--- config.mk ---
export PLATFORM = sky130hd
export DESIGN_NAME = scrambler_mux_sequencer
export DESIGN_NICKNAME = d
export VERILOG_FILES = /design/src/rtl/scrambler_pkg.sv /design/src/rtl/scrambler_seq_outreg.sv /design/src/rtl/scrambler_mux_sequencer.sv
export SDC_FILE = /design/constraint.sdc
export NUM_CORES = 1
export LEC_CHECK = 0
export ABC_CLOCK_PERIOD_IN_PS = 2500
export BUFFER_PORTS_ARGS = -buffer_cell sky130_fd_sc_hd__buf_2
export CAP_MARGIN = 20
export CORE_UTILIZATION = 49
export CTS_CLUSTER_DIAMETER = 200
export DETAILED_ROUTE_END_ITERATION = 12
export PLACE_DENSITY = 0.79
export SLEW_MARGIN = 10
export SYNTH_ARGS = -nofsm -noshare
export SYNTH_HDL_FRONTEND = slang
export SYNTH_SLANG_ARGS = --single-unit
--- constraint.sdc ---
create_clock -name clk -period 2.5 [get_ports clk]
set_clock_uncertainty 0.1 [all_clocks]
set_input_delay 0.375 -clock clk [delete_from_list [all_inputs] [get_ports clk]]
set_output_delay 0.375 -clock clk [all_outputs]
set_load 0.03 [all_outputs]
--- src/rtl/scrambler_pkg.sv ---
// Shared definitions for the scrambler serial-in polynomial mux sequencer.
//   SEL_W   : width of the mux phase select
//   NUM_SEL : number of mux phases (select wraps NUM_SEL-1 -> 0)
//   DATA_W  : mux word width
//   LEN_W   : width of the frame length in words
//   seq_state_t : sequencer FSM states
package scrambler_pkg;
  localparam int SEL_W   = 5;
  localparam int NUM_SEL = 32;
  localparam int DATA_W  = 16;
  localparam int LEN_W   = 8;

  typedef enum logic [1:0] {
    IDLE  = 2'd0,
    RUN   = 2'd1,
    DRAIN = 2'd2
  } seq_state_t;
endpackage

--- src/rtl/scrambler_seq_outreg.sv ---
// Single-entry valid/ready output register for the mux sequencer.
// Holds one mux word plus its last-word marker until downstream accepts it.
// Ports:
//   clk, rst   : clock, synchronous active-high reset
//   flush      : drop the held word (valid/last cleared), data untouched
//   load       : capture load_data/load_last and raise valid
//   load_data  : word to capture
//   load_last  : last-word marker to capture
//   ready      : downstream accepts the held word
//   data       : held word
//   valid      : held word is valid
//   last       : held word is the final word of the frame
module scrambler_seq_outreg #(
  parameter int DATA_W = 16
) (
  input  logic              clk,
  input  logic              rst,
  input  logic              flush,
  input  logic              load,
  input  logic [DATA_W-1:0] load_data,
  input  logic              load_last,
  input  logic              ready,
  output logic [DATA_W-1:0] data,
  output logic              valid,
  output logic              last
);

  logic [DATA_W-1:0] data_p1;
  logic              vld_p1;
  logic              last_p1;

  // Stage p1: output register; a load in the same cycle as an accept refills it
  always_ff @(posedge clk) begin
    if (rst) begin
      data_p1 <= '0;
      vld_p1  <= 1'b0;
      last_p1 <= 1'b0;
    end else if (flush) begin
      vld_p1  <= 1'b0;
      last_p1 <= 1'b0;
    end else if (load) begin
      data_p1 <= load_data;
      vld_p1  <= 1'b1;
      last_p1 <= load_last;
    end else if (vld_p1 && ready) begin
      vld_p1  <= 1'b0;
      last_p1 <= 1'b0;
    end
  end

  assign data  = data_p1;
  assign valid = vld_p1;
  assign last  = last_p1;

endmodule

--- src/rtl/scrambler_mux_sequencer.sv ---
// Sequencer for the 16-bit scrambler serial-in polynomial mux.
// Steps the mux phase select through consecutive phases (wrapping NUM_SEL-1
// -> 0) for frame_len words starting at start_sel, registers each mux word
// and presents it on a valid/ready stream with a last-word marker.
// Optional feature macro: SCRAMBLER_SEQ_ABORT_EN adds abort/aborted.
// Ports:
//   clk, rst    : clock, synchronous active-high reset
//   start       : single-cycle frame request (ignored while busy or len 0)
//   frame_len   : frame word count, sampled with start
//   start_sel   : first phase, sampled with start
//   pd_sel      : phase select driven to the mux
//   polydata_in : mux output word, combinational from pd_sel
//   out_data, out_valid, out_ready, out_last : output stream
//   busy        : frame in progress (RUN or DRAIN)
//   done        : one-cycle pulse after the last word is accepted
//   abort       : (macro only) cancel the frame in progress
//   aborted     : (macro only) one-cycle pulse after an abort
module scrambler_mux_sequencer #(
  parameter int SEL_W   = 5,
  parameter int NUM_SEL = 32,
  parameter int DATA_W  = 16,
  parameter int LEN_W   = 8
) (
  input  logic              clk,
  input  logic              rst,
  input  logic              start,
  input  logic [LEN_W-1:0]  frame_len,
  input  logic [SEL_W-1:0]  start_sel,
  output logic [SEL_W-1:0]  pd_sel,
  input  logic [DATA_W-1:0] polydata_in,
  output logic [DATA_W-1:0] out_data,
  output logic              out_valid,
  input  logic              out_ready,
  output logic              out_last,
  output logic              busy,
  output logic              done
`ifdef SCRAMBLER_SEQ_ABORT_EN
  ,
  input  logic              abort,
  output logic              aborted
`endif
);

  import scrambler_pkg::*;

  seq_state_t       state;
  seq_state_t       state_nxt;
  logic [LEN_W-1:0] remaining;
  logic             start_ok;
  logic             capture;
  logic             accept_last;
  logic             abort_act;
  logic             last_word;

  function automatic logic [SEL_W-1:0] next_sel(input logic [SEL_W-1:0] sel);
    if (sel == SEL_W'(NUM_SEL - 1))
      return '0;
    else
      return sel + SEL_W'(1);
  endfunction

`ifdef SCRAMBLER_SEQ_ABORT_EN
  assign abort_act = abort && (state != IDLE);
`else
  assign abort_act = 1'b0;
`endif

  assign start_ok    = (state == IDLE) && start && (frame_len != '0);
  assign capture     = (state == RUN) && (!out_valid || out_ready) && !abort_act;
  assign accept_last = (state == DRAIN) && out_valid && out_ready;
  assign last_word   = (remaining == LEN_W'(1));
  assign busy        = (state != IDLE);

  always_comb begin
    state_nxt = state;
    case (state)
      IDLE:    if (start_ok) state_nxt = RUN;
      RUN:     if (capture && last_word) state_nxt = DRAIN;
      DRAIN:   if (accept_last) state_nxt = IDLE;
      default: state_nxt = IDLE;
    endcase
    if (abort_act)
      state_nxt = IDLE;
  end

  always_ff @(posedge clk) begin
    if (rst)
      state <= IDLE;
    else
      state <= state_nxt;
  end

  // Stage p0: select and length counters; pd_sel only moves on start or capture
  always_ff @(posedge clk) begin
    if (rst) begin
      pd_sel    <= '0;
      remaining <= '0;
      done      <= 1'b0;
    end else begin
      done <= accept_last && !abort_act;
      if (start_ok) begin
        pd_sel    <= start_sel;
        remaining <= frame_len;
      end else if (capture) begin
        pd_sel <= next_sel(pd_sel);
        if (remaining != '0)
          remaining <= remaining - LEN_W'(1);
      end
    end
  end

`ifdef SCRAMBLER_SEQ_ABORT_EN
  always_ff @(posedge clk) begin
    if (rst)
      aborted <= 1'b0;
    else
      aborted <= abort_act;
  end
`endif

  scrambler_seq_outreg #(
    .DATA_W (DATA_W)
  ) u_outreg (
    .clk       (clk),
    .rst       (rst),
    .flush     (abort_act),
    .load      (capture),
    .load_data (polydata_in),
    .load_last (last_word),
    .ready     (out_ready),
    .data      (out_data),
    .valid     (out_valid),
    .last      (out_last)
  );

endmodule

==> flow_summary_export.csv <==
group,metric,value,unit
run,drv_cap,0,
timing,relSlewSlack,0.448,
drt,drtAntennaViolNets,0,
power,power_density,677,nW/um^2
power,peakVddDrop,0.000463,V
timing,max_freq,0.506,GHz
synth,synth_edf_count,0,
clocking,clock-root-buffer,"clkbuf_4",
clocking,cts.htree.levels,2,
drt,drtIter0Drc,45,
clocking,cts.sinks,34,
floorplan,ios,58,
timing,min_period_over_period,0.791,
drt,first_pass_iters,4,
synth,ys_seq_area_frac,0.421,
clocking,cts_setup_buffers,0,
global_routing,grt_pass1_vias,1345,
final_layout,num-fill-cells,302,
global_routing,overflow,0,
placed_design,dp_cells,286,
floorplan,initial_core_util,0.521,
global_routing,grt_max_degree,24,
clocking,cts_tree,"built",
timing,finalSetupViolCount,0,
global_routing,grt_pass1_wl,6.07,mm
timing,maxSlewViolCount,0,
clocking,numCtsBuffers,5,
final_layout,areaGrowthSynthToFinish,24.8,%
drt,wirelength,3.86,mm
synth,yosysUniqueCellTypes,46,
drt,drc_errors,0,
final_layout,num_antenna_cells,0,
placed_design,io_buffer_count,57,
drt,avgViaCountPerCell,5.40,
critical_path,worstSetupPathType,"flip-flop to flip-flop",
synth,synthArstFlopShare,0,
clocking,ctsResizeCount,0,
critical_path,cp.required,2.66,ns
critical_path,end_kind,"flip-flop",
synth,syn_nets,229,
final_layout,finalNonFillerCells,294,
critical_path,critPathArrivalTime,2.14,ns
floorplan,rows,20,
power,p_leak,0.000883,uW
global_routing,grt_antenna_before_repair,0,
floorplan,fp.dieW,59.4,um
synth,synthCells,191,
critical_path,start_kind,"flip-flop",
synth,synth_warnings,0,
timing,min_period,1.98,ns
synth,ys_seq_elements,34,
final_layout,layout-drive-gt1-share,0.312,
placed_design,gp_congestion,0.891,
clocking,clockBufferDepth,2,
placed_design,dp_hpwl,2.84,mm
synth,ys.flop_type,"dfxtp_1",
timing,hold_violations,0,
drt,vias,1587,
clocking,clk_pin_slew,0.11,ns
floorplan,dieArea,3530,sq um
critical_path,path_max_fanout,12,
timing,setup_tns,0,ns
clocking,hold_buffers,0,
clocking,clock_latency,0.33,ns
min_path,hold_path_class,"input pin to flip-flop",
synth,synth.avg_cell_area,8.46,sq um
status,status,"complete, no violations",
global_routing,track_usage,0.230,
final_layout,layout.nets,287,
floorplan,die_y,59.4,um
drt,wl_per_cell,13.1,um
timing,rsz0062_at_grt,"no",
floorplan,core_area,3100,sq um
timing,worst_slew_pin_slew,0.824,ns
synth,syn_area,1620,sq um
-- per-layer routing --
layer,share of wire,vias up,global-route usage
met5,0,-,0
met4,0.017,0,0.0884
met3,0.052,8,0.0655
met2,0.46,46,0.356
met1,0.47,723,0.299
li1,-,810,-
-- per-stage QoR --
stage | cell area [sq um] | power, uW | util | hold WS, ns | worst slack, ns
2_1_floorplan | 1620 | 900 | - | 0.380 | 0.766
3_3_place_gp | 1940 | 999 | 0.625 | 0.340 | 0.452
3_5_place_dp | 1940 | 1000 | 0.625 | 0.345 | 0.416
4_1_cts | 2020 | 1370 | 0.650 | 0.168 | 0.527
5_1_grt | 2020 | 1450 | 0.650 | 0.150 | 0.329
6_report | 2020 | 1370 | 0.650 | 0.166 | 0.524
-- worst paths after layout --
| kind | startpoint | to | slack, ns | cells past startpoint |
|---|---|---|---|---|
| max | state[0] | u_outreg.data[15] | 0.52 | 5 |
| min | polydata_in[9] | u_outreg.data[9] | 0.17 | 3 |
| max reg2reg | state[0] | u_outreg.data[15] | 0.52 | 5 |
| min reg2reg | u_outreg.data[4] | u_outreg.data[4] | 0.35 | 2 |
-- cells in the mapped netlist, drive strengths merged (2+ instances only) --
| cell | n | area share |
|---|---|---|
| or4 | 3 | 0.016 |
| o211ai | 2 | 0.012 |
| nand2 | 37 | 0.086 |
| and3 | 2 | 0.0077 |
| or2 | 2 | 0.0077 |
| nor2b | 2 | 0.0077 |
| nor2 | 2 | 0.0046 |
| nor4b | 2 | 0.011 |
| buf | 4 | 0.016 |
| ha | 5 | 0.039 |
| clkbuf | 6 | 0.014 |
| a32oi | 4 | 0.022 |
| a21oi | 31 | 0.096 |
| dfxtp | 34 | 0.42 |
| o21ai | 5 | 0.018 |
| nand3b | 2 | 0.0093 |
| nor4 | 5 | 0.019 |
| or3 | 2 | 0.0077 |
| nand2b | 2 | 0.0077 |
| mux2i | 2 | 0.012 |
| nand3 | 7 | 0.022 |
| inv | 5 | 0.012 |
| nor3 | 5 | 0.015 |
| o21a | 3 | 0.015 |
| a22oi | 2 | 0.0093 |
-- cell usage in the layout, fill, tap and decap left out, types with 3 or more instances in the layout --
cell type  netlist  routed
clkbuf_4         0       5
inv_1            5       5
buf_4            0       4
a21oi_1         31      31
nor4_1           5       5
clkbuf_8         0       3
ha_1             5       5
buf_2            3      57
nand3_1          7       7
nand2_1         37      37
a32oi_1          4       4
dfxtp_1         34      34
nor3_1           5       5
-- sequential cells by signal, indices dropped and copies added (netlist names) --
| name | count |
|---|---|
| done | 1 |
| pd_sel | 5 |
| remaining | 8 |
| state | 2 |
| u_outreg.data | 16 |
| u_outreg.last | 1 |
| u_outreg.valid | 1 |
-- kinds of logic (layout without fill, tap and decap cells) --
kind of cell | count (synthesis) | count (layout) | synth area share
flops | 34 | 34 | 0.421
xor+xnor | 2 | 2 | 0.0108
mux | 2 | 2 | 0.0124
compound gates | 55 | 55 | 0.219
buf+inv | 15 | 74 | 0.0418
simple gates | 78 | 78 | 0.256
fa+ha+maj | 5 | 5 | 0.0387
-- report_power, final --
| group | switching [uW] | total, uW | internal (uW) |
|---|---|---|---|
| Sequential | 43.0 | 630 | 587 |
| Combinational | 222 | 364 | 142 |
| Clock | 180 | 372 | 192 |
-- critical path, stage by stage (launching register included) --
cell      delay [ns]
dfxtp_1         0.46
nand2b_1        0.19
nor2_1          0.67
buf_4           0.30
nand2_1         0.07
a21oi_1         0.12
-- layout make-up --
| type | instances | area, sq um | area share |
|---|---|---|---|
| multi-input combinational | 142 | 868 | 0.431 |
| sequential | 34 | 681 | 0.337 |
| timing repair buffer | 61 | 315 | 0.156 |
| clock buffer | 8 | 78.8 | 0.0391 |
| tap | 44 | 55.1 | 0.0273 |
| inverter | 5 | 18.8 | 0.00931 |
Note: power is estimated with default switching activity, not from simulation.
